`src/rtl/prf_wb_arbiter.sv`:
```
// Round-robin writeback arbiter: grants up to NUM_WPORTS of NUM_REQ result
// producers per cycle and registers the winners onto the register-file write ports.
module prf_wb_arbiter #(
    parameter int NUM_REQ    = 4,
    parameter int NUM_WPORTS = 2,
    parameter int PRN_BITS   = 6
) (
    input  logic                  clk,
    input  logic                  rst_n,
    input  logic                  flush,
    input  logic [NUM_REQ-1:0]    req_valid,
    input  logic [PRN_BITS-1:0]   req_prn [NUM_REQ],
    input  logic [63:0]           req_data [NUM_REQ],
    output logic [NUM_REQ-1:0]    req_ready,
    output logic [NUM_WPORTS-1:0] wb_wen,
    output logic [PRN_BITS-1:0]   wb_wprn [NUM_WPORTS],
    output logic [63:0]           wb_wdata [NUM_WPORTS],
    output logic [31:0]           grant_count
);

    localparam int PTR_W = (NUM_REQ > 1) ? $clog2(NUM_REQ) : 1;

    logic [PTR_W-1:0]      rr_ptr;
    logic [PTR_W-1:0]      rr_next;
    logic [PTR_W-1:0]      port_src [NUM_WPORTS];
    logic [NUM_WPORTS-1:0] port_vld;
    logic [31:0]           grant_num;
    logic                  dup_prn;

    // Scan from rr_ptr upward; the k-th valid requester found lands on port k.
    // Grants are suppressed during reset and flush, so only valid, rr_ptr,
    // flush and rst_n reach req_ready -- never the payload.
    always_comb begin
        int cnt;
        int idx;
        // NOTE: every comb output gets a default before any branch so no latch is inferred.
        req_ready = '0;
        port_vld  = '0;
        rr_next   = rr_ptr;
        cnt       = 0;
        idx       = 0;
        for (int k = 0; k < NUM_WPORTS; k++) begin
            port_src[k] = '0;
        end
        for (int i = 0; i < NUM_REQ; i++) begin
            idx = int'(rr_ptr) + i;
            if (idx >= NUM_REQ) begin
                idx = idx - NUM_REQ;
            end
            for (int j = 0; j < NUM_REQ; j++) begin
                if (j == idx && req_valid[j] && rst_n && !flush && cnt < NUM_WPORTS) begin
                    req_ready[j] = 1'b1;
                    for (int k = 0; k < NUM_WPORTS; k++) begin
                        if (k == cnt) begin
                            port_vld[k] = 1'b1;
                            port_src[k] = PTR_W'(j);
                        end
                    end
                    rr_next = (j == NUM_REQ - 1) ? '0 : PTR_W'(j + 1);
                    cnt     = cnt + 1;
                end
            end
        end
        grant_num = 32'(cnt);
    end

    // Two ports writing the same PRN in one cycle means the rename stage broke.
    always_comb begin
        dup_prn = 1'b0;
        for (int a = 0; a < NUM_WPORTS; a++) begin
            for (int b = a + 1; b < NUM_WPORTS; b++) begin
                if (port_vld[a] && port_vld[b] &&
                    req_prn[port_src[a]] == req_prn[port_src[b]]) begin
                    dup_prn = 1'b1;
                end
            end
        end
    end

    a_unique_prn: assert property (@(posedge clk) disable iff (!rst_n) !dup_prn);

    always_ff @(posedge clk or negedge rst_n) begin
        if (!rst_n) begin
            rr_ptr      <= '0;
            grant_count <= '0;
            wb_wen      <= '0;
            for (int k = 0; k < NUM_WPORTS; k++) begin
                wb_wprn[k]  <= '0;
                wb_wdata[k] <= '0;
            end
        end else begin
            // NOTE: sequential state uses non-blocking assignment so all registers sample the same pre-edge values.
            wb_wen <= port_vld;
            for (int k = 0; k < NUM_WPORTS; k++) begin
                wb_wprn[k]  <= port_vld[k] ? req_prn[port_src[k]]  : '0;
                wb_wdata[k] <= port_vld[k] ? req_data[port_src[k]] : '0;
            end
            grant_count <= grant_count + grant_num;
            if (|port_vld) begin
                rr_ptr <= rr_next;
            end
        end
    end

endmodule

```
`config.mk`:
```
export PLATFORM = sky130hd
export DESIGN_NAME = prf_wb_arbiter
export DESIGN_NICKNAME = d
export VERILOG_FILES = /design/src/rtl/prf_wb_arbiter.sv
export SDC_FILE = /design/constraint.sdc
export NUM_CORES = 1
export LEC_CHECK = 0
export CAP_MARGIN = 20
export CORE_MARGIN = 2
export CORE_UTILIZATION = 30
export DETAILED_ROUTE_END_ITERATION = 16
export DONT_BUFFER_PORTS = 1
export GPL_ROUTABILITY_DRIVEN = 0
export GPL_TIMING_DRIVEN = 0
export PLACE_DENSITY = 0.42
export SYNTH_ARGS = -nofsm -noshare
export SYNTH_HDL_FRONTEND = slang
export SYNTH_SLANG_ARGS = --single-unit
```
`constraint.sdc`:
```
create_clock -name clk -period 24.6 [get_ports clk]
set_input_delay 2.46 -clock clk [delete_from_list [all_inputs] [get_ports clk]]
set_output_delay 2.46 -clock clk [all_outputs]
set_load 0.005 [all_outputs]
```
# --- Yosys cells after proc, flatten, opt, wreduce, memory -nomap -nowiden ---
# Index checks and enable logic that the tools add are counted.
op_classes:
  order_cmp: 21
  bitwise_logic: 2
  reduce_logical: 86
  n_eq_ne: 27
  n_mux: 158
  add_sub_neg: 23
op_table:
  columns: ["cell", "n"]
  rows:
  - ["$eq A2 B32 Y1 const A", 19]
  - ["$logic_not A32 Y1", 19]
  - ["$mux W32", 19]
  - ["$add A32 B2 Y32 const B", 15]
  - ["$lt A32 B3 Y1 const B", 15]
  - ["$mux W64", 6]
  - ["$bmux W64 S2", 2]
  - ["$eq A3 B32 Y1 const A", 8]
  - ["$mux W2", 59]
  - ["$logic_and A1 B1 Y1", 63]
  - ["$mux W4", 14]
  - ["$mux W1", 49]
  - ["$mux W6", 6]
  - ["$add A32 B32 Y32", 1]
  - ["$bmux W6 S2", 2]
  - ["$reduce_bool A16 Y1", 1]
  - ["$ge A3 B3 Y1 const B", 5]
  - ["$sub A3 B3 Y4 const B", 3]
  - ["$add A2 B2 Y3 const B", 2]
  - ["$not A2 Y3", 2]
  - ["$sub A2 B3 Y4 const B", 1]
  - ["$add A2 B1 Y3 const B", 1]
  - ["$ge A2 B3 Y1 const B", 1]
  - ["$mux W3", 1]
  - ["other kinds (3)", 3]
totals:
  output_inout_bits: 178
  ff_bits: 176
  inputBits: 287
  elab_cells: 324

# --- Logic depth before layout (Yosys ltp) ---
logic_depth:
  word_depth: 57
  ltp_mapped: 69
  depth_no_buf: 66

# --- Worst setup path after synthesis ---
# No wires, ideal clock.
synth_path:
  path_kind: "input-to-reg"
  from: "input flush"
  to: "register grant_count[20]"
  t_required_ns: 24.520
  setup_time_ns: 0.080
  slack_ns: 8.954
  n_path_buf: 3
  arrival_time_ns: 15.566
  path_stages: 67
  path_cell_list: "buf_2 > nand3b_1 > or3b_2 > inv_1 > ha_1 > nor4b_1 > inv_1 > fa_1 > inv_1 > ha_1 > nand3_1 > o21ai_0 > ha_1 > nor3_2 > o32ai_4 > inv_2 > buf_6 > buf_2 > (+31 left out) > o21ai_1 > inv_1 > ha_1 > nor3_1 > a21oi_1 > ha_1 > o21a_1 > fa_1 > inv_1 > a21oi_1 > o21bai_1 > a21oi_1 > o21ai_0 > a211oi_1 > o31ai_1 > a21oi_1 > nor3_1 > xnor2_1"
synth_between:
  elab_chain_cells: 49
synth_rtl:
  columns: ["element", "line", "source"]
  rows:
  - ["start: declaration", "10", "input logic flush,"]
  - ["$logic_not A1 Y1 *", "51", "if (j == idx && req_valid[j] && rst_n && !flush && cnt < NUM_WPORTS) begin"]
  - ["$logic_and A1 B1 Y1", "51", null]
  - ["$mux W1", "51", null]
  - ["$lt A32 B3 Y1", "51", null]
  - ["$logic_and A1 B1 Y1", "51", null]
  - ["$mux W32", "51", null]
  - ["$lt A32 B3 Y1", "51", null]
  - ["$logic_and A1 B1 Y1", "51", null]
  - ["(+33 left out)", null, null]
  - ["$mux W32", "51", null]
  - ["$lt A32 B3 Y1", "51", null]
  - ["$logic_and A1 B1 Y1", "51", null]
  - ["$mux W32", "51", null]
  - ["$lt A32 B3 Y1", "51", null]
  - ["$logic_and A1 B1 Y1", "51", null]
  - ["$mux W32 *", "51", null]
  - ["$add A32 B32 Y32 *", "98", "grant_count <= grant_count + grant_num;"]
  - ["end signal: assignment", "98", null]
  - ["end: declaration", "18", "output logic [31:0] grant_count"]
# Every way passes the cells marked *; elsewhere a longest branch is shown, timed or not.
# A chain may end at the register's enable or synchronous reset.

# --- Worst setup path after layout ---
layout_path:
  from: "input rst_n"
  to: "register grant_count[22]"
layout_between:
  elab_chain_cells: 49
layout_rtl:
  columns: ["element", "line", "source"]
  rows:
  - ["start: declaration", "9", "input logic rst_n,"]
  - ["$logic_and A1 B1 Y1 (2 in series)", "51", null]
  - ["$mux W1", "51", null]
  - ["$lt A32 B3 Y1", "51", null]
  - ["$logic_and A1 B1 Y1", "51", null]
  - ["$mux W32", "51", null]
  - ["$lt A32 B3 Y1", "51", null]
  - ["$logic_and A1 B1 Y1", "51", null]
  - ["$mux W32", "51", null]
  - ["(+32 left out)", null, null]
  - ["$mux W32", "51", null]
  - ["$lt A32 B3 Y1", "51", null]
  - ["$logic_and A1 B1 Y1", "51", null]
  - ["$mux W32", "51", null]
  - ["$lt A32 B3 Y1", "51", null]
  - ["$logic_and A1 B1 Y1", "51", null]
  - ["$mux W32 *", "51", null]
  - ["$add A32 B32 Y32 *", "98", null]
# Marks and branches as above.

==> results_dict.tcl <==
set metrics [dict create \
    cts_made_buffers 17 \
    min_period_ps 17720 \
    cap_violations 0 \
    globalRouteMet3Util_pct 6.68 \
    route.detailed.drc 0 \
    crit_slowest_cell "nor4b_1" \
    port_buffers 0 \
    die_h_um 203 \
    finalCritPeriodShare_pct 72.0 \
    ys.warnings.count 0 \
    die-area_sq_mm 0.0413 \
    hp-class "reg2reg" \
    syn_area_sq_mm 0.0119 \
    slowest_delay_ps 700 \
    final_common_cell "mux2i_1" \
    mostFrequentLayoutCells "mux2i_1, dfrtp_1, o22ai_1" \
    power.density_mw_per_mm2 108 \
    path_common_cell "ha_1" \
    hpwl_um 36200 \
    tns_ps 0 \
    dp.cells 1655 \
    drive_gt1_share_pct 12.6 \
    cts_tree "done" \
    cts_resized 0 \
    tightest_slew_ps 780 \
    drtIter0Drc 578 \
    ant_nets 0 \
    crit_fanout 185 \
    clock_path_buffers 2 \
    p_total_uw 1430 \
    drv_slew 0 \
    cts_root_buf "clkbuf_16" \
    ys_ff_latch 176 \
    grt_pass1_wl_um 67300 \
    met2_usage_pct 38.1 \
    vias 9316 \
    fin_cells 1688 \
    cts_max_level 4 \
    top_usage_layer "met2" \
    ys_types 87 \
    hold_viol 0 \
    die_w_um 203 \
    cp.arrival_ps 18070 \
    final_nets 1499 \
    rows 73 \
    synth_cells 1117 \
    grt_setup_unrepaired "false" \
    fin_ws_ps 6880 \
    max_freq_ghz 0.0564 \
    ys_seq_area_share_pct 37.0 \
    clock_sinks 176 \
    grt_overflow 0 \
    ir_drop_mv 0.0443 \
    start_kind "input pin" \
    wire_per_inst_um 28.2 \
    grt_pass1_vias 9557 \
    area_delta_synth_final_pct 11.1 \
    antenna_found_initial 1 \
    clkLatencyLatePin_ps 480 \
    drt-total-wl_um 47600 \
    io_pins 465 \
    synth_edf_count 0 \
    grt_usage_pct 22.4 \
    initial_core_util_pct 30.2 \
    outcome "complete, no violations" \
    end_kind "flip-flop" \
    async_reset_ff_share_pct 100 \
    clk_pin_slew_ps 70 \
    hold_buffers 0 \
    syn_area_per_cell_sq_um 10.7 \
    required_ps 24960 \
    firstDrtPassIters 5 \
    use_met1_pct 26.9 \
    routed_via_density 5.52 \
    leakage_uw 0.00554 \
    hold_ws_ps 523 \
    synth-main-ff-cell "dfrtp_1" \
    finClkSkew_ps 14.0 \
    setup_viol 0 \
    crit_type "in2reg" \
    max_slew_margin_pct 48.0 \
    pre_cts_slack_ps 6520 \
    core_area_sq_mm 0.0395 \
    worst-path-buf-inv 10 \
    crit_family "compound AO/OA/AOI/OAI gates" \
    grt_max_degree 186 \
    post_cts_buffers 0 \
]
cells in the mapped netlist, drive strengths merged (10+ instances only):
cell,n,area share (%)
a21oi,28,1.2
and3,15,0.79
buf,70,4.3
dfrtp,176,37
ha,61,6.4
inv,41,1.3
mux2i,280,24
nand2,46,1.5
nand2b,10,0.52
nand3,21,0.88
nor2,41,1.4
nor3,14,0.76
o21ai,20,0.90
o22ai,145,7.7
xnor2,29,2.7
xor2,13,1.1
final cells by class:
cell class,count,area [sq um]
antenna,1,2.50
buffer,73,520
clock buffer,17,425
clock inverter,15,194
fill,4080,26200
inverter,41,154
multi-input combinational,840,6890
sequential,176,4400
tap,525,657
per-layer routing:
metal	up-vias	part of all wire [%]
li1	4204	-
met1	4696	41
met2	363	49
met3	51	7.6
met4	2	2.4
met5	-	0.027
registers in the layout, summed over array words and instances, names as in the netlist:
register and count:
wb_wprn 12, grant_count 32, wb_wen 2, rr_ptr 2, wb_wdata 128
report_power, final:
part | switching [uW] | internal [uW]
logic | 408 | 282
clock network | 143 | 155
registers | 70.9 | 374
per-stage QoR:
stage / cell area, sq um / utilization, %
global placement: 12600 / 32.0
CTS: 13200 / 33.6
detailed placement: 12600 / 32.0
global route: 13200 / 33.6
floorplan: 12000 / -
finish: 13200 / 33.6
kinds of logic after synthesis:
kind of cell | share of synthesized area [%]
fa+ha+maj | 6.74
simple gates | 8.75
buf+inv | 5.66
other cells | 0.0315
compound gates | 14.3
xor+xnor | 3.84
mux | 23.7
flops | 37.0
worst paths after layout:
| kind | to | startpoint | depth (start not counted) | slack (ps) |
|---|---|---|---|---|
| worst max-delay path | grant_count[22]$_DFF_PN0_ | rst_n | 66 | 6880 |
| worst min-delay path | grant_count[31]$_DFF_PN0_ | grant_count[31]$_DFF_PN0_ | 1 | 520 |
| worst max register to register | grant_count[22]$_DFF_PN0_ | rr_ptr[1]$_DFFE_PN0P_ | 66 | 8520 |
| worst min register to register | grant_count[31]$_DFF_PN0_ | grant_count[31]$_DFF_PN0_ | 1 | 520 |
| max in group asynchronous | rr_ptr[0]$_DFFE_PN0P_ | rst_n | 0 | 22650 |
| min in group asynchronous | wb_wdata[109]$_DFF_PN0_ | rst_n | 0 | 1680 |
No activity file was read; power rests on OpenSTA's default activity.
